<file path="config.mk">
export PLATFORM = sky130hd
export DESIGN_NAME = alu_funct_seq
export DESIGN_NICKNAME = d
export VERILOG_FILES = /design/src/rtl/alu_funct_seq_pkg.sv /design/src/rtl/alu_funct_seq_map.sv /design/src/rtl/alu_funct_seq.sv
export SDC_FILE = /design/constraint.sdc
export NUM_CORES = 1
export LEC_CHECK = 0
export BUFFER_PORTS_ARGS = -buffer_cell sky130_fd_sc_hd__buf_2
export CORE_MARGIN = 4
export CORE_UTILIZATION = 53
export DETAILED_ROUTE_END_ITERATION = 16
export PLACE_DENSITY_LB_ADDON = 0.15
export REMOVE_ABC_BUFFERS = 1
export SETUP_SLACK_MARGIN = 0.05
export SLEW_MARGIN = 25
export SYNTH_ARGS = -nofsm -noshare
export SYNTH_HDL_FRONTEND = slang
export SYNTH_SLANG_ARGS = --single-unit
</file>
<file path="constraint.sdc">
create_clock -name clk -period 2.55 [get_ports clk]
set_input_delay 0.1275 -clock clk [delete_from_list [all_inputs] [get_ports clk]]
set_output_delay 0.1275 -clock clk [all_outputs]
set_load 0.005 [all_outputs]
</file>
<file path="src/rtl/alu_funct_seq_pkg.sv">
// alu_funct_seq_pkg: MIPS opcode/funct encodings and helpers shared by the ID-stage ALU function path.
package alu_funct_seq_pkg;

    localparam int OP_BITS    = 6;
    localparam int FUNCT_BITS = 6;

    typedef enum logic [OP_BITS-1:0] {
        OP_SPECIAL = 6'b000000,
        OP_JAL     = 6'b000011,
        OP_ADDI    = 6'b001000,
        OP_ADDIU   = 6'b001001,
        OP_SLTI    = 6'b001010,
        OP_SLTIU   = 6'b001011,
        OP_ANDI    = 6'b001100,
        OP_ORI     = 6'b001101,
        OP_XORI    = 6'b001110,
        OP_LUI     = 6'b001111,
        OP_LB      = 6'b100000,
        OP_LW      = 6'b100011,
        OP_LBU     = 6'b100100,
        OP_SB      = 6'b101000,
        OP_SH      = 6'b101001,
        OP_SW      = 6'b101011
    } op_e;

    typedef enum logic [FUNCT_BITS-1:0] {
        FUNCT_NOP   = 6'b000000,
        FUNCT_MFHI  = 6'b010000,
        FUNCT_MTHI  = 6'b010001,
        FUNCT_MFLO  = 6'b010010,
        FUNCT_MTLO  = 6'b010011,
        FUNCT_MULT  = 6'b011000,
        FUNCT_MULTU = 6'b011001,
        FUNCT_DIV   = 6'b011010,
        FUNCT_DIVU  = 6'b011011,
        FUNCT_ADD   = 6'b100000,
        FUNCT_ADDU  = 6'b100001,
        FUNCT_AND   = 6'b100100,
        FUNCT_OR    = 6'b100101,
        FUNCT_XOR   = 6'b100110,
        FUNCT_SLT   = 6'b101010,
        FUNCT_SLTU  = 6'b101011
    } funct_e;

    // Any SPECIAL funct that reads or writes HI/LO must wait for the MDU.
    function automatic logic is_hilo_funct(logic [FUNCT_BITS-1:0] f);
        return f inside {FUNCT_MULT, FUNCT_MULTU, FUNCT_DIV, FUNCT_DIVU,
                         FUNCT_MFHI, FUNCT_MFLO, FUNCT_MTHI, FUNCT_MTLO};
    endfunction

endpackage

</file>
<file path="src/rtl/alu_funct_seq_map.sv">
// alu_funct_map: combinational op/funct to ALU FUNCT decode plus MDU class flags.
module alu_funct_map
    import alu_funct_seq_pkg::*;
(
    input  logic [OP_BITS-1:0]    op,
    input  logic [FUNCT_BITS-1:0] funct_in,
    output logic [FUNCT_BITS-1:0] code,
    output logic                  is_mul,
    output logic                  is_div,
    output logic                  is_hilo
);

    logic special;

    assign special = op == OP_SPECIAL;
    assign is_mul  = special && (funct_in inside {FUNCT_MULT, FUNCT_MULTU});
    assign is_div  = special && (funct_in inside {FUNCT_DIV, FUNCT_DIVU});
    assign is_hilo = special && is_hilo_funct(funct_in);

    always_comb begin
        code = FUNCT_NOP;
        case (op)
            OP_SPECIAL:                     code = funct_in;
            OP_LUI, OP_ORI, OP_JAL:         code = FUNCT_OR;
            OP_LB, OP_LBU, OP_LW, OP_SB,
            OP_SH, OP_SW, OP_ADDIU:         code = FUNCT_ADDU;
            OP_ADDI:                        code = FUNCT_ADD;
            OP_ANDI:                        code = FUNCT_AND;
            OP_XORI:                        code = FUNCT_XOR;
            OP_SLTI:                        code = FUNCT_SLT;
            OP_SLTIU:                       code = FUNCT_SLTU;
            default:                        code = FUNCT_NOP;
        endcase
    end

endmodule

</file>
<file path="src/rtl/alu_funct_seq.sv">
// alu_funct_seq: registered ID->EX ALU FUNCT stage with valid/ready handshake
// and a countdown that stalls HI/LO instructions while the MDU is busy.
module alu_funct_seq
    import alu_funct_seq_pkg::*;
#(
    parameter int OP_W    = 6,
    parameter int FUNCT_W = 6,
    parameter int MUL_LAT = 4,
    parameter int DIV_LAT = 32,
    parameter int CNT_W   = 6
) (
    input  logic               clk,
    input  logic               rst,
    input  logic [OP_W-1:0]    op,
    input  logic [FUNCT_W-1:0] funct_in,
    input  logic               in_valid,
    output logic               in_ready,
    input  logic               flush,
    output logic               out_valid,
    input  logic               out_ready,
    output logic [FUNCT_W-1:0] funct_out,
    output logic               mdu_start,
    output logic               mdu_busy
);

    logic [FUNCT_W-1:0] code;
    logic               is_mul;
    logic               is_div;
    logic               is_hilo;
    logic [CNT_W-1:0]   cnt;
    logic               hazard;
    logic               accept;

    alu_funct_map u_map (
        .op       (op),
        .funct_in (funct_in),
        .code     (code),
        .is_mul   (is_mul),
        .is_div   (is_div),
        .is_hilo  (is_hilo)
    );

    assign mdu_busy = cnt != '0;
    assign hazard   = is_hilo && mdu_busy;
    assign in_ready = (!out_valid || out_ready) && !hazard && !flush;
    assign accept   = in_valid && in_ready;

    // An MDU op can only be accepted with cnt==0, so a load never overwrites a live count.
    always_ff @(posedge clk or posedge rst) begin
        if (rst) begin
            out_valid <= 1'b0;
            funct_out <= FUNCT_NOP;
            mdu_start <= 1'b0;
            cnt       <= '0;
        end else begin
            out_valid <= flush ? 1'b0 : accept ? 1'b1 : out_valid && !out_ready;
            funct_out <= accept ? code : funct_out;
            mdu_start <= accept && (is_mul || is_div);
            cnt       <= (accept && is_mul) ? CNT_W'(MUL_LAT)
                       : (accept && is_div) ? CNT_W'(DIV_LAT)
                       : mdu_busy           ? cnt - CNT_W'(1)
                       :                      cnt;
        end
    end

endmodule

</file>
==> run metrics <==
portion of synthesized cell area occupied by the leading cell type 0.405; clk_skew approximately 0.0029 ns; final net count around 140; Worst-path clk slew 0.08 ns; RSZ-0062 raised after global routing no; std cell rows 14; number of detailed-routing iterations run before antenna repair 4; floorplan die height 48.4 um; DR vias roughly 800; Total Routed Length just under 2000 um; die area about 2300 um2; EDFF count, synth 0; vias in the first global route about 760; chain of cells forming the critical path nor3_1 -> and3b_1 -> nor2_1 -> nor3_1 -> buf_2; number of instances in the synthesized netlist 98; commonest cells in the synthesized netlist sky130_fd_sc_hd__dfrtp_1 (14), sky130_fd_sc_hd__nand2_1 (14), sky130_fd_sc_hd__nor2_1 (9); Root Buffer Master sky130_fd_sc_hd__clkbuf_4; TritonCTS sink count 14; Min Hold Slack 0.0210 ns; all-layer global routing usage 0.172; critical path type reg2out; Seq/Total Area, Yosys 0.405; post-route minimum period 1.79 ns; final global-route overflow total 0; ratio of cells with drive above 1 in the final layout 0.293; kind of start point of the critical path flop; post-placement setup slack roughly 0.80 ns; initial antenna violation count 0; period utilisation layout 0.702; number of buffers inserted by port buffering 26; number of buffers on the longest clock path 2; type of destination of the critical path primary output; clock latency of the later-clocked register in the worst-skew pair around 0.28 ns; final instance count without filler cells between 100 and 150; maximum fanout encountered on the critical timing path 8; core area 1520 um2; DP HPWL approximately 1500 um; maximum number of pins on one net before global-route repair 15; leading register cell type out of synthesis sky130_fd_sc_hd__dfrtp_1; Post-Syn Area about 860 um2; Post-CTS Resized 0; Largest delay share family, worst path simple AND/OR/NAND/NOR gates; register bit count reported by yosys 14; cell repeated most along the worst path sky130_fd_sc_hd__nor3_1; Post-CTS Setup Repair Bufs 0; count of H-tree levels built during CTS 1; effective utilization at floorplan 0.567; Total Negative Setup Slacks 0 ns; WP data required approximately 2.4 ns; Max-slew headroom 0.648; outcome completed; clock tree from TritonCTS built; count of maximum capacitance violations 0; Max stage delay cell, worst path sky130_fd_sc_hd__dfrtp_1; maximum vdd drop 0.639 mV; layout-stage area growth over the synthesis result 17.2%; Worst Hold Class in2reg; wire length of the first global-routing pass between 3000 and 4000 um; count of final setup violators 0; share of flip-flops with an asynchronous set or reset after synthesis 1.00; via density per instance between 5 and 6; power per cell area ~680 nW/um2; Synth warnings 0; Wirelength per Cell 13.8 um; Slowest Stage Delay on Critical Path about 0.4 ns; dominant cell type by area after synthesis sky130_fd_sc_hd__dfrtp_1; measured slew at the worst slew-check pin 0.528 ns; final worst setup slack around 0.76 ns; detailed-route DRC error count 0; count of final hold-check violations 0; cell types with the largest area share after synthesis sky130_fd_sc_hd__dfrtp_1 (41%), sky130_fd_sc_hd__nand2_1 (6.1%), sky130_fd_sc_hd__nor2_1 (3.9%); synth unique cells 34; ANT cells 0; Placer Congestion approximately 0.87; Final Power 0.691 mW; remaining antenna violation count after routing 0; number of I/O pins 27; Leakage Power 0.500 nW; crit path DAT approximately 1.7 ns; Iter 0 DRT Violations 18; number of buffers added by the clock tree synthesis step 3; count of final max-slew check failures 0; Avg Cell Area, Syn roughly 8.8 um2; maximum clock frequency 559 MHz; cell total after placement ~140; critical path buffer and inverter count 1; Die Width 48.4 um
-- metrics by stage --
step                      instance area, um2  utilization
after floorplan                          823            -
after CTS                               1010        0.665
after detailed placement                 981        0.644
final                                   1010        0.665
after global placement                   981        0.644
after global routing                    1010        0.665
-- repair_timing --
item,CTS,global route
endpoints found under the setup margin,0,0
hold buffers,1,0
hold endpoints to repair,14,0
-- cell usage in the layout (no fill, tap or decap), types with 2 or more instances in the layout --
| master | netlist | layout |
|---|---|---|
| sky130_fd_sc_hd__buf_2 | 3 | 26 |
| sky130_fd_sc_hd__nand2_1 | 14 | 14 |
| sky130_fd_sc_hd__dfrtp_1 | 14 | 14 |
| sky130_fd_sc_hd__nor2_1 | 9 | 9 |
| sky130_fd_sc_hd__o21ai_0 | 6 | 6 |
| sky130_fd_sc_hd__inv_1 | 6 | 6 |
| sky130_fd_sc_hd__a21oi_1 | 5 | 5 |
| sky130_fd_sc_hd__nor3_1 | 4 | 4 |
| sky130_fd_sc_hd__nor2b_1 | 3 | 3 |
| sky130_fd_sc_hd__o41ai_1 | 3 | 3 |
| sky130_fd_sc_hd__clkbuf_4 | 0 | 3 |
| sky130_fd_sc_hd__a221oi_1 | 2 | 2 |
| sky130_fd_sc_hd__nand3_1 | 2 | 2 |
| sky130_fd_sc_hd__xnor2_1 | 2 | 2 |
| sky130_fd_sc_hd__a22o_1 | 2 | 2 |
| sky130_fd_sc_hd__or3_1 | 2 | 2 |
| sky130_fd_sc_hd__ha_1 | 2 | 2 |
-- path summary, 6_finish.rpt --
check                        startpoint      endpoint  slack (ns)  cells past startpoint
hold reg to reg            funct_out[3]  funct_out[3]        0.48                      2
max in group asynchronous           rst        cnt[3]        1.78                      3
hold / removal                    flush     out_valid        0.02                      2
min in group asynchronous           rst  funct_out[3]        0.42                      3
setup / recovery                 cnt[3]      in_ready        0.76                      5
setup reg to reg                 cnt[3]  funct_out[0]        0.77                      5
-- cell type report --
type	count	area (um2)
repair buffers	28	148
clock buffers	3	22.5
well taps	16	20.0
flip-flops and latches	14	350
multi-input cells	72	450
inverters	6	22.5
fillers	118	510
-- registers in the layout (all words and copies together), names as in the netlist --
name       flops
cnt            6
funct_out      6
mdu_start      1
out_valid      1
-- routing by layer --
| layer | up-vias | wire length, um | global-route usage |
|---|---|---|---|
| li1 | 395 | - | - |
| met1 | 360 | 888 | 0.253 |
| met2 | 29 | 868 | 0.246 |
| met3 | 2 | 156 | 0.0429 |
| met4 | 0 | 8 | 0.0553 |
| met5 | - | 0 | 0 |
-- power by group --
group | total [mW] | leakage, nW | switching [mW] | internal (mW)
Combinational | 0.242 | 0.304 | 0.126 | 0.116
Clock | 0.126 | 0.0138 | 0.0712 | 0.0548
Sequential | 0.323 | 0.181 | 0.0436 | 0.280
Total | 0.691 | 0.500 | 0.241 | 0.450
-- kinds of logic (layout without fill, tap and decap cells) --
logic type / count (synthesis) / after routing / synth area share
AND/OR/NAND/NOR: 43 / 43 / 0.275
flip-flops: 14 / 14 / 0.405
XOR/XNOR: 3 / 3 / 0.0304
adder cells (fa/ha/maj): 2 / 2 / 0.0289
AO/OA/AOI/OAI: 24 / 24 / 0.187
buffers and inverters: 12 / 37 / 0.0738
(Power assumes the default switching activity.)
